<file path="config.mk">
export PLATFORM = sky130hd
export DESIGN_NAME = seg_scan_mux
export DESIGN_NICKNAME = d
export VERILOG_FILES = /design/src/rtl/seg_scan_mux.sv
export SDC_FILE = /design/constraint.sdc
export NUM_CORES = 1
export LEC_CHECK = 0
export BUFFER_PORTS_ARGS = -buffer_cell sky130_fd_sc_hd__buf_2
export CORE_ASPECT_RATIO = 1.75
export CORE_MARGIN = 3
export CORE_UTILIZATION = 65
export DETAILED_ROUTE_END_ITERATION = 8
export GPL_ROUTABILITY_DRIVEN = 0
export PLACE_DENSITY = 0.86
export SYNTH_ARGS = -nofsm -noshare
export SYNTH_HDL_FRONTEND = slang
export SYNTH_SLANG_ARGS = --single-unit
</file>
<file path="constraint.sdc">
create_clock -name clk -period 5.7 [get_ports clk]
set_clock_uncertainty 0.2 [all_clocks]
set_input_delay 0 -clock clk [delete_from_list [all_inputs] [get_ports clk]]
set_output_delay 0 -clock clk [all_outputs]
set_load 0.005 [all_outputs]
</file>
<file path="src/rtl/seg_scan_mux.sv">
// Time-multiplexed 7-segment driver: scans DIGITS hex digits with per-digit dp/blank,
// leading-zero suppression, PWM brightness, guard time and frame-synchronous updates.

module seg_scan_digit #(
  parameter bit IS_LSD = 1'b0
) (
  input  logic [3:0] i_nib,
  input  logic       i_dp,
  input  logic       i_blank,
  input  logic       i_lz_en,
  input  logic       i_hi_zero,   // this nibble and every more significant one are zero
  output logic [7:0] o_seg,       // {dp,g,f,e,d,c,b,a}, active high
  output logic       o_dark
);
  logic [6:0] w_glyph;

  always_comb begin
    w_glyph = 7'h00;
    case (i_nib)
      4'h0: w_glyph = 7'h3F;
      4'h1: w_glyph = 7'h06;
      4'h2: w_glyph = 7'h5B;
      4'h3: w_glyph = 7'h4F;
      4'h4: w_glyph = 7'h66;
      4'h5: w_glyph = 7'h6D;
      4'h6: w_glyph = 7'h7D;
      4'h7: w_glyph = 7'h07;
      4'h8: w_glyph = 7'h7F;
      4'h9: w_glyph = 7'h6F;
      4'hA: w_glyph = 7'h77;
      4'hB: w_glyph = 7'h7C;
      4'hC: w_glyph = 7'h39;
      4'hD: w_glyph = 7'h5E;
      4'hE: w_glyph = 7'h79;
      4'hF: w_glyph = 7'h71;
    endcase
  end

  assign o_seg  = {i_dp, w_glyph};
  // The rightmost digit always shows something, even for an all-zero value.
  assign o_dark = i_blank | (i_lz_en & ~IS_LSD & i_hi_zero);
endmodule

module seg_scan_mux #(
  parameter int DIGITS      = 4,
  parameter int SCAN_DIV    = 10000,
  parameter int PWM_BITS    = 4,
  parameter int GUARD       = 2,
  parameter bit SEG_ACT_LOW = 1'b0,
  parameter bit DIG_ACT_LOW = 1'b1
) (
  input  logic                  clk,
  input  logic                  reset_n,
  input  logic [4*DIGITS-1:0]   data,
  input  logic [DIGITS-1:0]     dp_en,
  input  logic [DIGITS-1:0]     blank,
  input  logic                  lz_suppress,
  input  logic [PWM_BITS-1:0]   brightness,
  input  logic                  load,
  output logic [7:0]            seg,
  output logic [DIGITS-1:0]     dig,
  output logic                  frame_done
);
  localparam int PW = $clog2(SCAN_DIV);
  localparam int IW = (DIGITS > 1) ? $clog2(DIGITS) : 1;
  localparam int OW = PW + PWM_BITS + 1;

  localparam logic [7:0]        SEG_OFF = {8{SEG_ACT_LOW}};
  localparam logic [DIGITS-1:0] DIG_OFF = {DIGITS{DIG_ACT_LOW}};

  logic [PW-1:0]          r_presc;
  logic [IW-1:0]          r_idx;
  logic                   r_frame_done;

  logic [4*DIGITS-1:0]    r_stg_data, r_act_data;
  logic [DIGITS-1:0]      r_stg_dp,   r_act_dp;
  logic [DIGITS-1:0]      r_stg_blank, r_act_blank;
  logic                   r_stg_lz,   r_act_lz;
  logic                   r_pending;

  logic [7:0]             r_seg;
  logic [DIGITS-1:0]      r_dig;

  logic                   w_slot_end, w_frame_end;
  logic [OW-1:0]          w_br_plus1, w_prod, w_on_ticks, w_lit_end, w_presc_ext;
  logic                   w_lit, w_on;
  logic [DIGITS-1:0]      w_hi_zero;
  logic [DIGITS-1:0][7:0] w_seg_raw;
  logic [DIGITS-1:0]      w_dark;
  logic [7:0]             w_sel_seg;
  logic                   w_sel_dark;
  logic [DIGITS-1:0]      w_dig_oh;
  logic [7:0]             w_seg_nxt;
  logic [DIGITS-1:0]      w_dig_nxt;

  assign w_slot_end  = (r_presc == PW'(SCAN_DIV - 1));
  assign w_frame_end = w_slot_end & (r_idx == IW'(DIGITS - 1));

  // Scan timebase: prescaler inside a slot, idx selects the digit.
  always_ff @(posedge clk or negedge reset_n) begin
    if (!reset_n) begin
      r_presc      <= '0;
      r_idx        <= '0;
      r_frame_done <= 1'b0;
    end else begin
      r_presc      <= w_slot_end ? '0 : r_presc + 1'b1;
      r_frame_done <= w_frame_end;
      if (w_slot_end)
        r_idx <= (r_idx == IW'(DIGITS - 1)) ? '0 : r_idx + 1'b1;
    end
  end

  // Loads land in staging; active only changes at a frame boundary so a frame never tears.
  // A load on the boundary cycle itself stays pending for the following boundary.
  always_ff @(posedge clk or negedge reset_n) begin
    if (!reset_n) begin
      r_stg_data  <= '0;
      r_stg_dp    <= '0;
      r_stg_blank <= '0;
      r_stg_lz    <= 1'b0;
      r_act_data  <= '0;
      r_act_dp    <= '0;
      r_act_blank <= '0;
      r_act_lz    <= 1'b0;
      r_pending   <= 1'b0;
    end else begin
      if (load) begin
        r_stg_data  <= data;
        r_stg_dp    <= dp_en;
        r_stg_blank <= blank;
        r_stg_lz    <= lz_suppress;
      end
      if (w_frame_end && r_pending) begin
        r_act_data  <= r_stg_data;
        r_act_dp    <= r_stg_dp;
        r_act_blank <= r_stg_blank;
        r_act_lz    <= r_stg_lz;
      end
      if (load)
        r_pending <= 1'b1;
      else if (w_frame_end)
        r_pending <= 1'b0;
    end
  end

  // PWM window: product is wide enough that nothing is lost before the shift.
  assign w_br_plus1  = OW'(brightness) + OW'(1);
  assign w_prod      = w_br_plus1 * OW'(SCAN_DIV);
  assign w_on_ticks  = w_prod >> PWM_BITS;
  assign w_lit_end   = (w_on_ticks > OW'(GUARD)) ? w_on_ticks : OW'(GUARD + 1);
  assign w_presc_ext = OW'(r_presc);
  assign w_lit       = (w_presc_ext >= OW'(GUARD)) && (w_presc_ext < w_lit_end);

  always_comb begin
    logic w_run;
    w_run     = 1'b1;
    w_hi_zero = '0;
    for (int i = DIGITS - 1; i >= 0; i--) begin
      w_run        = w_run & (r_act_data[4*i +: 4] == 4'h0);
      w_hi_zero[i] = w_run;
    end
  end

  for (genvar g = 0; g < DIGITS; g++) begin : g_dig
    seg_scan_digit #(.IS_LSD(g == 0)) u_dig (
      .i_nib     (r_act_data[4*g +: 4]),
      .i_dp      (r_act_dp[g]),
      .i_blank   (r_act_blank[g]),
      .i_lz_en   (r_act_lz),
      .i_hi_zero (w_hi_zero[g]),
      .o_seg     (w_seg_raw[g]),
      .o_dark    (w_dark[g])
    );
  end

  assign w_sel_seg  = w_seg_raw[r_idx];
  assign w_sel_dark = w_dark[r_idx];
  assign w_dig_oh   = DIGITS'(1) << r_idx;
  assign w_on       = w_lit & ~w_sel_dark;
  assign w_seg_nxt  = (w_on ? w_sel_seg : 8'h00) ^ SEG_OFF;
  assign w_dig_nxt  = (w_on ? w_dig_oh : '0) ^ DIG_OFF;

  always_ff @(posedge clk or negedge reset_n) begin
    if (!reset_n) begin
      r_seg <= SEG_OFF;
      r_dig <= DIG_OFF;
    end else begin
      r_seg <= w_seg_nxt;
      r_dig <= w_dig_nxt;
    end
  end

  assign seg        = r_seg;
  assign dig        = r_dig;
  assign frame_done = r_frame_done;
endmodule

</file>
==> flow_metrics.env <==
export IMPL_outcome="finished, final reports clean"
export IMPL_setup_violations=0
export IMPL_power_leakage_nw=2.894
export IMPL_yosysWarningCount=0
export IMPL_peakVddDrop_mv=0.2329
export IMPL_grt_pass1_vias=4393
export IMPL_cts_tree="built"
export IMPL_port_buffers=44
export IMPL_cts_sinks=80
export IMPL_yosysMostFrequentCell="dfrtp_1"
export IMPL_nets=662
export IMPL_synthFlopType="dfrtp_1"
export IMPL_final_setup_tns_ns=0
export IMPL_dr_pass1_iters=5
export IMPL_htree_levels=3
export IMPL_worstSetupPathType="primary input to flip-flop"
export IMPL_synthTopCellsByCount="dfrtp_1, ha_1, mux2_2"
export IMPL_rsz0062_at_grt="no"
export IMPL_cpLargestDelayFamily="adder cells"
export IMPL_ys_seq_area_frac=0.3728
export IMPL_grt_overflow_total=0
export IMPL_hold_ws_ns=0.01651
export IMPL_worst_endpoint_arrival_ns=5.31
export IMPL_floorplan_rows=43
export IMPL_path_buf_inv=3
export IMPL_maxCapViolCount=0
export IMPL_fin_crit_ns=5.258
export IMPL_cts_reportedPaths_clkPinSlew_ns=0.06
export IMPL_slew_viol_final=0
export IMPL_synth_nets=603
export IMPL_drc=0
export IMPL_cp_data_required_time_ns=5.75
export IMPL_crit_slowest_cell="fa_1"
export IMPL_worstPathCellList="buf_2 -> ha_1 -> nand3_1 -> fa_1 -> ha_1 -> inv_1 -> fa_1 -> inv_1 -> ha_1 -> nand2_1 -> o31a_2 -> a31o_1 -> a211oi_2 -> nand4_1 -> and2_1 -> ha_1 -> nand3_1 -> a21oi_1 -> o21bai_1 -> a211o_1 -> o211ai_1 -> or3b_2"
export IMPL_grt_busiest_layer="met2"
export IMPL_fin_crit_sh=0.9224
export IMPL_die_w_um=74.80
export IMPL_die_area_um2=9454
export IMPL_yosysUniqueCellTypes=64
export IMPL_dp_hpwl_um=8914
export IMPL_worst_pin_slew_ns=1.035
export IMPL_grt_antenna_before_repair=0
export IMPL_slew_headroom=0.3084
export IMPL_grt_max_degree=81
export IMPL_syn_inst=501
export IMPL_drive_gt1_frac=0.2372
export IMPL_start_kind="primary input"
export IMPL_grt_use_total=0.2895
export IMPL_cts_max_path_buffers=2
export IMPL_asyncSetResetFlopFracSynth=1.000
export IMPL_hold_class="primary input to flip-flop"
export IMPL_drt_iter0_drc=179
export IMPL_wirelength_um=12420
export IMPL_max_freq_mhz=190.2
export IMPL_root_buffer="clkbuf_16"
export IMPL_yosysTopAreaCell="dfrtp_1"
export IMPL_vias=4107
export IMPL_cp_end_kind="flip-flop"
export IMPL_p_per_area_nw_per_um2=238.0
export IMPL_synth_area_top_cells="dfrtp_1, ha_1, mux2_2"
export IMPL_avgSynthCellArea_um2=10.75
export IMPL_met1_usage=0.2770
export IMPL_insertion_delay_ns=0.34
export IMPL_synth_edf_count=0
export IMPL_synth_top_area_share=0.3532
export IMPL_wl_per_cell_um=18.96
export IMPL_hold_violations=0
export IMPL_cts_made_buffers=9
export IMPL_ys_seq_elements=80
export IMPL_grt_pass1_wl_um=20560
export IMPL_path_max_fanout=12
export IMPL_cts_resized_gates=0
export IMPL_synth_cell_area_um2=5384
export IMPL_n_antenna_cell=0
export IMPL_core_um2=8016
export IMPL_cp_common_cell="ha_1"
export IMPL_critPathMaxStageDelay_ns=0.63
export IMPL_die_y_um=126.4
export IMPL_ioPinCount=45
export IMPL_grt_util_met2=0.5220
export IMPL_use_met3=0.05234
export IMPL_ant_nets=0
export IMPL_area_growth_pct=15.06
export IMPL_vias_per_cell=6.270
export IMPL_start_util=0.6716
## worst register-to-register path: cells and delay by family, from the launching register on
kind / cells / cell delay (ns)
DFF: 1 / 0.46
buffers and inverters: 1 / 0.12
and+or+nand+nor: 5 / 1.96
muxes: 1 / 0.58
## kinds of logic after synthesis
| kind of cell | synth area share |
|---|---|
| DFF | 0.3728 |
| and+or+nand+nor | 0.1192 |
| buffers and inverters | 0.04253 |
| adders and majority gates | 0.1683 |
| xor gates and xnor gates | 0.03254 |
| AOI/OAI and AO/OA | 0.1136 |
| muxes | 0.1511 |
## report_power, final
group          internal [mW]  switching, mW  total, mW
sequential             0.587         0.0108      0.598
combinational          0.124          0.159      0.284
clock                  0.366          0.227      0.593
total                   1.08          0.397       1.47
## layer usage
layer  up-vias  share of wire
li1       1930              -
met1      1954           0.32
met2       157           0.55
met3        66          0.045
met4         0          0.077
met5         -              0
## metrics by stage
step                      total power, mW  area [µm²]  setup WS (ns)    util  instances
final                               1.475        6195         0.4423  0.7727        655
after global routing                1.533        6195        0.02935  0.7727        655
after CTS                           1.481        6195         0.5025  0.7727        655
after detailed placement           0.8729        5618         0.1693  0.7008        613
after global placement             0.8524        5618         0.4160  0.7008        613
after floorplan                    0.8009        5384         0.9543       -        501
## layout by cell type, fill, tap and decap left out, types with 3 or more instances in the layout
master,count
nand2_1,23
nand3_1,15
o21a_1,5
a21o_1,5
a21oi_1,21
dfstp_2,4
mux4_2,7
inv_1,31
nor3_1,11
or3b_2,3
mux2i_1,7
xnor2_1,7
fa_1,4
buf_2,43
ha_1,66
nor2b_1,12
dlygate4sd3_1,26
o31ai_1,5
clkbuf_16,9
dfrtp_1,76
a211oi_1,6
nor4_1,3
and3_1,3
o211ai_1,8
mux2_2,50
o21ai_0,13
nand2b_1,5
nor2_1,26
xor2_1,13
nand4_1,7
## sequential cells by signal, summed over array words and instances, names as in the netlist, 2 cells and up
name / cells
r_stg_data: 16
r_stg_blank: 4
r_act_data: 16
r_idx: 2
r_act_blank: 4
seg: 8
dig: 4
r_act_dp: 4
r_presc: 14
r_stg_dp: 4
## path summary, 6_finish.rpt
kind / end / start / slack, ns / cells past startpoint
max in group asynchronous: seg[4] / reset_n / 4.51 / 2
min in group asynchronous: r_act_data[4] / reset_n / 0.17 / 2
max reg2reg: r_act_blank[2] / r_presc[4] / 2.25 / 7
max: dig[3] / brightness[0] / 0.44 / 22
min: r_pending / load / 0.02 / 2
min reg2reg: r_pending / r_pending / 0.28 / 1
## area by class of cell
cell class / instances / area (µm²)
clock inverter: 5 / 63.81
fill: 504 / 1822
tap: 90 / 112.6
multi-input combinational: 366 / 3148
sequential: 80 / 2007
timing repair buffer: 71 / 490.5
clock buffer: 11 / 252.7
inverter: 32 / 120.1
## what timing repair did
item	4_1_cts	5_1_grt
hold buffers	26	0
hold endpoints to repair	101	0
buffers inserted	0	0
Power figures use the tool's default switching activity.
